**src/rtl/l15_resp_pkg.sv**
```systemverilog
// Shared types for the L1.5 request responder: request/return type enums,
// access-size encoding and the byte-enable helper.
package l15_resp_pkg;

  localparam int unsigned BeatWidth = 64;
  localparam int unsigned BeWidth   = 8;

  typedef enum logic [1:0] {
    REQ_LOAD  = 2'd0,
    REQ_STORE = 2'd1,
    REQ_IFILL = 2'd2,
    REQ_RSVD  = 2'd3
  } req_type_e;

  typedef enum logic [1:0] {
    RTRN_LOAD_RET  = 2'd0,
    RTRN_ST_ACK    = 2'd1,
    RTRN_IFILL_RET = 2'd2,
    RTRN_ERR       = 2'd3
  } rtrn_type_e;

  typedef enum logic [1:0] {
    SIZE_1B = 2'd0,
    SIZE_2B = 2'd1,
    SIZE_4B = 2'd2,
    SIZE_8B = 2'd3
  } size_e;

  // Lane mask for the access size, shifted to the byte offset; lanes past
  // byte 7 fall off the top of the word.
  function automatic logic [BeWidth-1:0] size_to_be(input size_e size, input logic [2:0] offset);
    logic [15:0] mask;
    unique case (size)
      SIZE_1B: mask = 16'h0001;
      SIZE_2B: mask = 16'h0003;
      SIZE_4B: mask = 16'h000F;
      default: mask = 16'h00FF;
    endcase
    mask = mask << offset;
    return mask[BeWidth-1:0];
  endfunction

endpackage

```
**src/rtl/l15_resp_endian_swap.sv**
```systemverilog
// Byte-lane reorder for one 64-bit beat and its byte enables.
// Big-endian operation is selected with L15_RESP_BIG_ENDIAN_EN; otherwise pass-through.
module l15_resp_endian_swap
  import l15_resp_pkg::*;
(
  input  logic [BeatWidth-1:0] i_data,
  input  logic [BeWidth-1:0]   i_be,
  output logic [BeatWidth-1:0] o_data,
  output logic [BeWidth-1:0]   o_be
);

`ifdef L15_RESP_BIG_ENDIAN_EN
  always_comb begin
    o_data = '0;
    o_be   = '0;
    for (int unsigned i = 0; i < BeWidth; i++) begin
      o_data[8*i +: 8] = i_data[8*(BeWidth-1-i) +: 8];
      o_be[i]          = i_be[BeWidth-1-i];
    end
  end
`else
  assign o_data = i_data;
  assign o_be   = i_be;
`endif

endmodule

```
**src/rtl/l15_req_responder.sv**
```systemverilog
// L1.5 request responder: one outstanding LOAD/STORE/IFILL request mapped onto
// a 64-bit memory port. Big-endian lanes with L15_RESP_BIG_ENDIAN_EN.
module l15_req_responder
  import l15_resp_pkg::*;
#(
  parameter int unsigned AddrWidth = 40,
  parameter int unsigned TidWidth  = 2,
  parameter int unsigned LineWidth = 128
) (
  input  logic                 clk_i,
  input  logic                 rst_ni,
  input  logic                 req_val_i,
  output logic                 req_ack_o,
  input  logic [1:0]           req_type_i,
  input  logic [AddrWidth-1:0] req_addr_i,
  input  logic [1:0]           req_size_i,
  input  logic [TidWidth-1:0]  req_tid_i,
  input  logic [63:0]          req_data_i,
  output logic                 rtrn_val_o,
  input  logic                 rtrn_rdy_i,
  output logic [1:0]           rtrn_type_o,
  output logic [TidWidth-1:0]  rtrn_tid_o,
  output logic [LineWidth-1:0] rtrn_data_o,
  output logic                 mem_req_o,
  input  logic                 mem_gnt_i,
  output logic                 mem_we_o,
  output logic [AddrWidth-1:0] mem_addr_o,
  output logic [7:0]           mem_be_o,
  output logic [63:0]          mem_wdata_o,
  input  logic                 mem_rvalid_i,
  input  logic [63:0]          mem_rdata_i
);

  typedef enum logic [2:0] {
    S_IDLE = 3'd0,
    S_RD0  = 3'd1,
    S_RD1  = 3'd2,
    S_WR   = 3'd3,
    S_RESP = 3'd4
  } state_e;

  state_e                r_state;
  req_type_e             r_type;
  size_e                 r_size;
  logic [AddrWidth-1:0]  r_addr;
  logic [TidWidth-1:0]   r_tid;
  logic [BeatWidth-1:0]  r_wdata;
  rtrn_type_e            r_rtype;
  logic [LineWidth-1:0]  r_rdata;
  logic                  r_mem_req;
  logic                  r_granted;
  logic                  r_rtrn_val;

  logic [AddrWidth-1:0]  w_addr_al8;
  logic [AddrWidth-1:0]  w_line_lo;
  logic [AddrWidth-1:0]  w_line_hi;
  logic [BeWidth-1:0]    w_be_raw;
  logic [BeWidth-1:0]    w_wr_be;
  logic [BeatWidth-1:0]  w_wr_data;
  logic [BeatWidth-1:0]  w_rd_data;
  logic [BeWidth-1:0]    w_rd_be_unused;

  assign w_addr_al8 = {r_addr[AddrWidth-1:3], 3'b000};
  assign w_line_lo  = {r_addr[AddrWidth-1:4], 4'h0};
  assign w_line_hi  = {r_addr[AddrWidth-1:4], 4'h8};
  assign w_be_raw   = size_to_be(r_size, r_addr[2:0]);

  l15_resp_endian_swap u_wr_swap (
    .i_data (r_wdata),
    .i_be   (w_be_raw),
    .o_data (w_wr_data),
    .o_be   (w_wr_be)
  );

  l15_resp_endian_swap u_rd_swap (
    .i_data (mem_rdata_i),
    .i_be   ('0),
    .o_data (w_rd_data),
    .o_be   (w_rd_be_unused)
  );

  // Accept is gated by reset so nothing is acknowledged while rst_ni is low.
  assign req_ack_o   = rst_ni && (r_state == S_IDLE) && req_val_i;
  assign mem_req_o   = r_mem_req;
  assign rtrn_val_o  = r_rtrn_val;
  assign rtrn_type_o = r_rtype;
  assign rtrn_tid_o  = r_tid;
  assign rtrn_data_o = r_rdata;

  always_comb begin
    mem_addr_o  = '0;
    mem_we_o    = 1'b0;
    mem_be_o    = '0;
    mem_wdata_o = '0;
    unique case (r_state)
      S_RD0: mem_addr_o = (r_type == REQ_IFILL) ? w_line_lo : w_addr_al8;
      S_RD1: mem_addr_o = w_line_hi;
      S_WR: begin
        mem_addr_o  = w_addr_al8;
        mem_we_o    = 1'b1;
        mem_be_o    = w_wr_be;
        mem_wdata_o = w_wr_data;
      end
      default: ;
    endcase
  end

  // r_granted opens the rvalid window only after the current beat's grant edge.
  always_ff @(posedge clk_i or negedge rst_ni) begin
    if (!rst_ni) begin
      r_state    <= S_IDLE;
      r_type     <= REQ_LOAD;
      r_size     <= SIZE_1B;
      r_addr     <= '0;
      r_tid      <= '0;
      r_wdata    <= '0;
      r_rtype    <= RTRN_LOAD_RET;
      r_rdata    <= '0;
      r_mem_req  <= 1'b0;
      r_granted  <= 1'b0;
      r_rtrn_val <= 1'b0;
    end else begin
      unique case (r_state)
        S_IDLE: begin
          if (req_val_i) begin
            r_type    <= req_type_e'(req_type_i);
            r_size    <= size_e'(req_size_i);
            r_addr    <= req_addr_i;
            r_tid     <= req_tid_i;
            r_wdata   <= req_data_i;
            r_rdata   <= '0;
            r_granted <= 1'b0;
            unique case (req_type_e'(req_type_i))
              REQ_LOAD: begin
                r_rtype   <= RTRN_LOAD_RET;
                r_mem_req <= 1'b1;
                r_state   <= S_RD0;
              end
              REQ_IFILL: begin
                r_rtype   <= RTRN_IFILL_RET;
                r_mem_req <= 1'b1;
                r_state   <= S_RD0;
              end
              REQ_STORE: begin
                r_rtype   <= RTRN_ST_ACK;
                r_mem_req <= 1'b1;
                r_state   <= S_WR;
              end
              default: begin
                r_rtype    <= RTRN_ERR;
                r_rtrn_val <= 1'b1;
                r_state    <= S_RESP;
              end
            endcase
          end
        end
        S_RD0: begin
          if (r_mem_req && mem_gnt_i) begin
            r_mem_req <= 1'b0;
            r_granted <= 1'b1;
          end else if (r_granted && mem_rvalid_i) begin
            r_rdata[0 +: BeatWidth] <= w_rd_data;
            r_granted               <= 1'b0;
            if (r_type == REQ_IFILL) begin
              r_mem_req <= 1'b1;
              r_state   <= S_RD1;
            end else begin
              r_rtrn_val <= 1'b1;
              r_state    <= S_RESP;
            end
          end
        end
        S_RD1: begin
          if (r_mem_req && mem_gnt_i) begin
            r_mem_req <= 1'b0;
            r_granted <= 1'b1;
          end else if (r_granted && mem_rvalid_i) begin
            r_rdata[BeatWidth +: BeatWidth] <= w_rd_data;
            r_granted                       <= 1'b0;
            r_rtrn_val                      <= 1'b1;
            r_state                         <= S_RESP;
          end
        end
        S_WR: begin
          if (mem_gnt_i) begin
            r_mem_req  <= 1'b0;
            r_rtrn_val <= 1'b1;
            r_state    <= S_RESP;
          end
        end
        S_RESP: begin
          if (rtrn_rdy_i) begin
            r_rtrn_val <= 1'b0;
            r_state    <= S_IDLE;
          end
        end
        default: r_state <= S_IDLE;
      endcase
    end
  end

endmodule

```
**config.mk**
```make
export PLATFORM = sky130hd
export DESIGN_NAME = l15_req_responder
export DESIGN_NICKNAME = d
export VERILOG_FILES = /design/src/rtl/l15_resp_pkg.sv /design/src/rtl/l15_resp_endian_swap.sv /design/src/rtl/l15_req_responder.sv
export SDC_FILE = /design/constraint.sdc
export NUM_CORES = 1
export LEC_CHECK = 0
export CAP_MARGIN = 10
export CORE_AREA = 3 3 166 168
export CTS_CLUSTER_DIAMETER = 30
export DETAILED_ROUTE_END_ITERATION = 12
export DIE_AREA = 0 0 169 171
export GPL_TIMING_DRIVEN = 1
export PLACE_DENSITY = 0.71
export SLEW_MARGIN = 20
export SYNTH_ARGS = -nofsm -noshare
export SYNTH_HDL_FRONTEND = slang
export SYNTH_SLANG_ARGS = --single-unit
```
**constraint.sdc**
```tcl
create_clock -name clk_i -period 5.3 [get_ports clk_i]
set_input_delay 1.59 -clock clk_i [delete_from_list [all_inputs] [get_ports clk_i]]
set_output_delay 1.59 -clock clk_i [all_outputs]
set_load 0.005 [all_outputs]
```
After elaboration in Yosys (flattened, before gate mapping). Cells that the tools add are included.

Order comparisons: 0. Bitwise gates (word level): 0. Muxes and demuxes: 44. Div/mod/pow operators: 0. Reduce and logical (&&, ||, !) cells: 22. Eq/ne operators: 23. Shifts and indexed selects: 1. $mul: 0. $add $sub $neg: 0.

Operators by type and width (count): $pmux 64 s2 (2); $mux 64 (3); $mux 128 (1); $pmux 40 s3 (1); $mux 3 (8); $pmux 8 s3 (1); $ne 2x2->1 const B (11); $mux 1 (20); $shl 16x3->8 (1); $pmux 3 s5 (1); $reduce_and 7->1 (2); $reduce_and 10->1 (1); $mux 8 (1); $reduce_and 4->1 (2); $eq 2x2->1 const B (3); $eq 3x2->1 const B (2); $ne 3x3->1 const B (2); $pmux 2 s3 (1); $pmux 3 s2 (1); $reduce_bool 2->1 (3); $pmux 1 s5 (1); $reduce_bool 5->1 (1); $eq 2x1->1 const B (2); $logic_and 1x1->1 (4); 13 further kinds (15).

Latch bits: 0. Register bits: 246. Output and inout bits: 248. Bits of input ports: 180. Memories kept: 0. Word-level logic and storage cells: 102. ROM bits: 0. RAM bits: 0.

Logic depth before layout (Yosys ltp).
Word-level depth: 5. Mapped depth: 8. Depth with buffers taken out: 5.

By module. Synthesis repeated with hierarchy kept, for this count alone.

Cell total of the unflattened synthesis: 1025. Area, all modules: 11827.6 µm².

By module, submodules not included: l15_req_responder (cells each 881, area each 10746.6 µm², instances 1, seq. area each 6155.9 µm²); l15_resp_endian_swap (cells each 72, area each 540.5 µm², instances 2, seq. area each 0.0 µm²).

Worst setup path before layout. OpenSTA, ideal clock, no wires.

Kind: input port to output port. Start point: input port req_val_i. End point: output port req_ack_o. Stages: 2. Path buffers: 0. Required time: 3710 ps. Slack: 1794 ps. Data arrival time: 1916 ps. Cells stage by stage: nor2b_2 > and3_1.

Longest elaborated chain between the ends: 1.

Ends and longest elaborated chain: from (decl) (line l15_req_responder.sv:12) `input logic req_val_i,`; $logic_and 1x1->1 (line l15_req_responder.sv:83) `assign req_ack_o = rst_ni && (r_state == S_IDLE) && req_val_i;`; to (decl) (line l15_req_responder.sv:13) `output logic req_ack_o,`.

No other way between the ends.

Worst setup path in the final report.
Start point: register r_state[0]. End point: output port mem_wdata_o[25].

Longest elaborated chain between the ends: 2.

Ends and longest elaborated chain: from (decl) (line l15_req_responder.sv:42) `state_e r_state;`; from (signal assigned) (line l15_req_responder.sv:111) `r_state <= S_IDLE;`; from (signal assigned) (line l15_req_responder.sv:137) `r_state <= S_RD0;`; from (signal assigned) (line l15_req_responder.sv:142) `r_state <= S_RD0;`; $eq 3x2->1 (line l15_req_responder.sv:95) `unique case (r_state)`; $mux 64 (line l15_req_responder.sv:95); to (decl) (line l15_req_responder.sv:29) `output logic [63:0] mem_wdata_o,`.

No other way between the ends.

==> out/qor.csv <==
stage,metric,value,unit
outcome,status,completed,
synthesis,sequential fraction of the synthesis area,0.597,
die,die height,171,um
hold_path,hold worst-path end,rtrn_data_o[82],
worst_setup_path,critical path cell sequence,nand2_1 -> or2_1 -> inv_2 -> and2_1 -> clkdlybuf4s50_1,
drt,Initial DRT Pass Iterations,4,
global_routing,total track usage,0.214,
synthesis,"Warnings, synthesis",0,
worst_setup_path,CP required,3.71,ns
power,P_leak,7.32,nW
worst_setup_path,reg2reg path depth,6,
drt,Starting DRT DRC Count,556,
drt,DRT antenna net count,0,
sta,setup TNS,0,ns
sta,final setup fails,0,
finish,Final Util,0.637,
clocking,root buffer cell,clkbuf_16,
flow_run,Max-cap violations,0,
sta,Fin. Hold Viols,0,
clocking,post-CTS resize count,0,
global_routing,gr ovfl total,0,
clocking,register clock-pin slew on the reported worst setup and hold paths,0.04,ns
hold_path,hold path cells,2,
synthesis,synthesized cell area,10300,um^2
die,initial core utilization,0.395,
power,Power Density,564,nW/um^2
sta,Final Max Tran Viols,0,
drt,drt wl/cell,19.3,um
drt,via count,8469,
finish,synth-to-layout area growth,61.2,%
die,Die Footprint,28900,um^2
finish,"commonest non-fill, non-tap cell in the layout",clkdlybuf4s50_1,
synthesis,post-synth top area share,0.597,
sta,relative slew slack,0.383,
clocking,H-tree Lvls,2,
sta,Period minus WS final,4.71,ns
clocking,CTS tree,yes,
sta,unrepaired setup endpoints after global routing,no,
synthesis,synthesis-stage register bit count,246,
worst_setup_path,reg-to-reg setup timing slack,2.96,ns
global_routing,largest net degree at the start of global routing,171,
global_routing,antenna violations before repair,2,
place,dpl hpwl,22.0,mm
synthesis,Synth area leader,dfrtp_1,
die,# IOs,428,
hold_path,Hold Path Class,flip-flop to flip-flop,
worst_setup_path,crit start category,flip-flop,
clocking,clock latency on the worst-skew pair,0.53,ns
drt,Vias/cell,5.05,
sta,fin crit share,0.889,
finish,area of the multi-input gates,3800,um^2
finish,share of cells above drive strength 1,0.165,
die,core area,26100,um^2
power,maximum vdd drop,351,uV
global_routing,vias in the first global route,8556,
worst_setup_path,CP Capture Type,primary output,
drt,Total Routed Length,32.4,mm
synthesis,Synth cell types,47,
place,port bufs,424,
sta,worst slew pin tran,0.925,ns
sta,Final WS setup,0.589,ns
finish,Fill cells,2058,
synthesis,synthesized area per cell,11.7,um^2
synthesis,Synth Instances,879,
finish,"commonest non-fill, non-tap cells in the layout","clkdlybuf4s50_1, dfrtp_1, nand2_1, mux2_2, and2_1",
worst_setup_path,worst path arrival time,3.12,ns
clocking,number of CTS-inserted buffers,53,
worst_setup_path,CP top delay family,buffers and inverters,
worst_setup_path,Crit Path Category,flip-flop to primary output,
sta,Setup Skew,0.0168,ns
die,die width,169,um
sta,Hold WS,0.459,ns
worst_setup_path,FF-to-FF Start,r_state[2],
worst_setup_path,worst-path fanout max,65,
worst_setup_path,Buf/Inv on CP,2,
worst_setup_path,slowest CP cell,dfrtp_1,
clocking,clk buf depth,3,
global_routing,first-pass GRT wire length,49.2,mm
die,row count,59,
synthesis,largest cells by area after synthesis,"dfrtp_1, mux2_2, and2_1, a22o_1, nand2_1",
sta,Fmax,0.212,GHz
clocking,cts hold-fix bufs,0,
drt,DRC viols,0,
worst_setup_path,reg2reg end,rtrn_data_o[40],
place,Final GP Congestion,0.765,
clocking,post-CTS setup buffers,0,
place,dpl ws,0.607,ns
clocking,Sink Count,246,
finish,storage element area,6160,um^2
worst_setup_path,CP max stage delay,0.78,ns
hold_path,Hold Path Origin,rtrn_data_o[82],
finish,nets@finish,1482,
## per-stage QoR
step,instance area (um^2),std cells,power [W]
floorplan,10300,881,0.00451
global placement,14800,1582,0.00602
detailed placement,14800,1582,0.00608
CTS,16600,1676,0.00948
global route,16600,1678,0.00987
finish,16600,1678,0.00937
## registers in the layout, indices dropped and copies added, names as in the netlist
name         count
r_addr          40
r_type           2
mem_req_o        1
r_size           2
r_state          3
r_wdata         64
rtrn_data_o    128
rtrn_val_o       1
rtrn_type_o      2
r_granted        1
rtrn_tid_o       2
## area by class of cell
| cell class | instances | area share |
|---|---|---|
| diodes | 2 | 0.000301 |
| clock inverters | 24 | 0.0207 |
| clock buffers | 70 | 0.0897 |
| flip-flops and latches | 246 | 0.371 |
| inverters | 10 | 0.00226 |
| well taps | 335 | 0.0252 |
| multi-input cells | 557 | 0.229 |
| repair buffers | 434 | 0.263 |
## layer usage
layer	vias up	track usage	wire length, um
li1	3887	-	-
met1	4185	0.258	12600
met2	313	0.369	16300
met3	84	0.0557	2290
met4	0	0.0819	1120
met5	-	0	0
## power breakdown
group	switching, W	internal [W]	total [W]
Combinational	0.00130	0.00171	0.00300
Sequential	0.000450	0.00258	0.00303
Clock	0.00100	0.00234	0.00334
Total	0.00275	0.00662	0.00937
## cell usage after synthesis, drive strengths merged
| master | instances |
|---|---|
| a2111oi | 2 |
| clkbuf | 16 |
| o22ai | 1 |
| o41ai | 1 |
| a311oi | 1 |
| nand2b | 2 |
| or3 | 1 |
| o211ai | 1 |
| o31ai | 1 |
| a221oi | 1 |
| or2 | 3 |
| a211oi | 4 |
| a41oi | 1 |
| and3 | 1 |
| nor4b | 2 |
| nand3 | 65 |
| nor2 | 9 |
| nand4 | 1 |
| a22oi | 1 |
| conb | 1 |
| or4 | 1 |
| a22o | 65 |
| nor2b | 2 |
| buf | 52 |
| and2 | 101 |
| nor3b | 2 |
| a21oi | 8 |
| nand2 | 142 |
| a21o | 1 |
| nor4 | 1 |
| o311ai | 1 |
| inv | 10 |
| nor3 | 8 |
| mux2 | 107 |
| xnor2 | 1 |
| o21ai | 15 |
| dfrtp | 246 |
| and3b | 1 |
## cell families after synthesis
logic type,share of synthesized area
simple gates,0.166
compound gates,0.0801
mux,0.117
buf+inv,0.0381
xor+xnor,0.000850
flops,0.597
other cells,0.000364
## tightest hold or removal path, cell delays in order, from the launching register on
cell	delay, ns
dfrtp_1	0.33
nand2_1	0.05
nand2_1	0.05
## how the worst max path moves through the flow
stage	endpoint	cells past startpoint	start
4_1_cts	mem_wdata_o[26]	5	r_state[0]
3_3_place_gp	req_ack_o	4	req_val_i
3_5_place_dp	req_ack_o	4	req_val_i
5_1_grt	mem_wdata_o[39]	5	r_state[0]
2_1_floorplan	req_ack_o	2	req_val_i
6_report	mem_wdata_o[25]	5	r_state[0]
No activity file was read; power rests on OpenSTA's default activity.
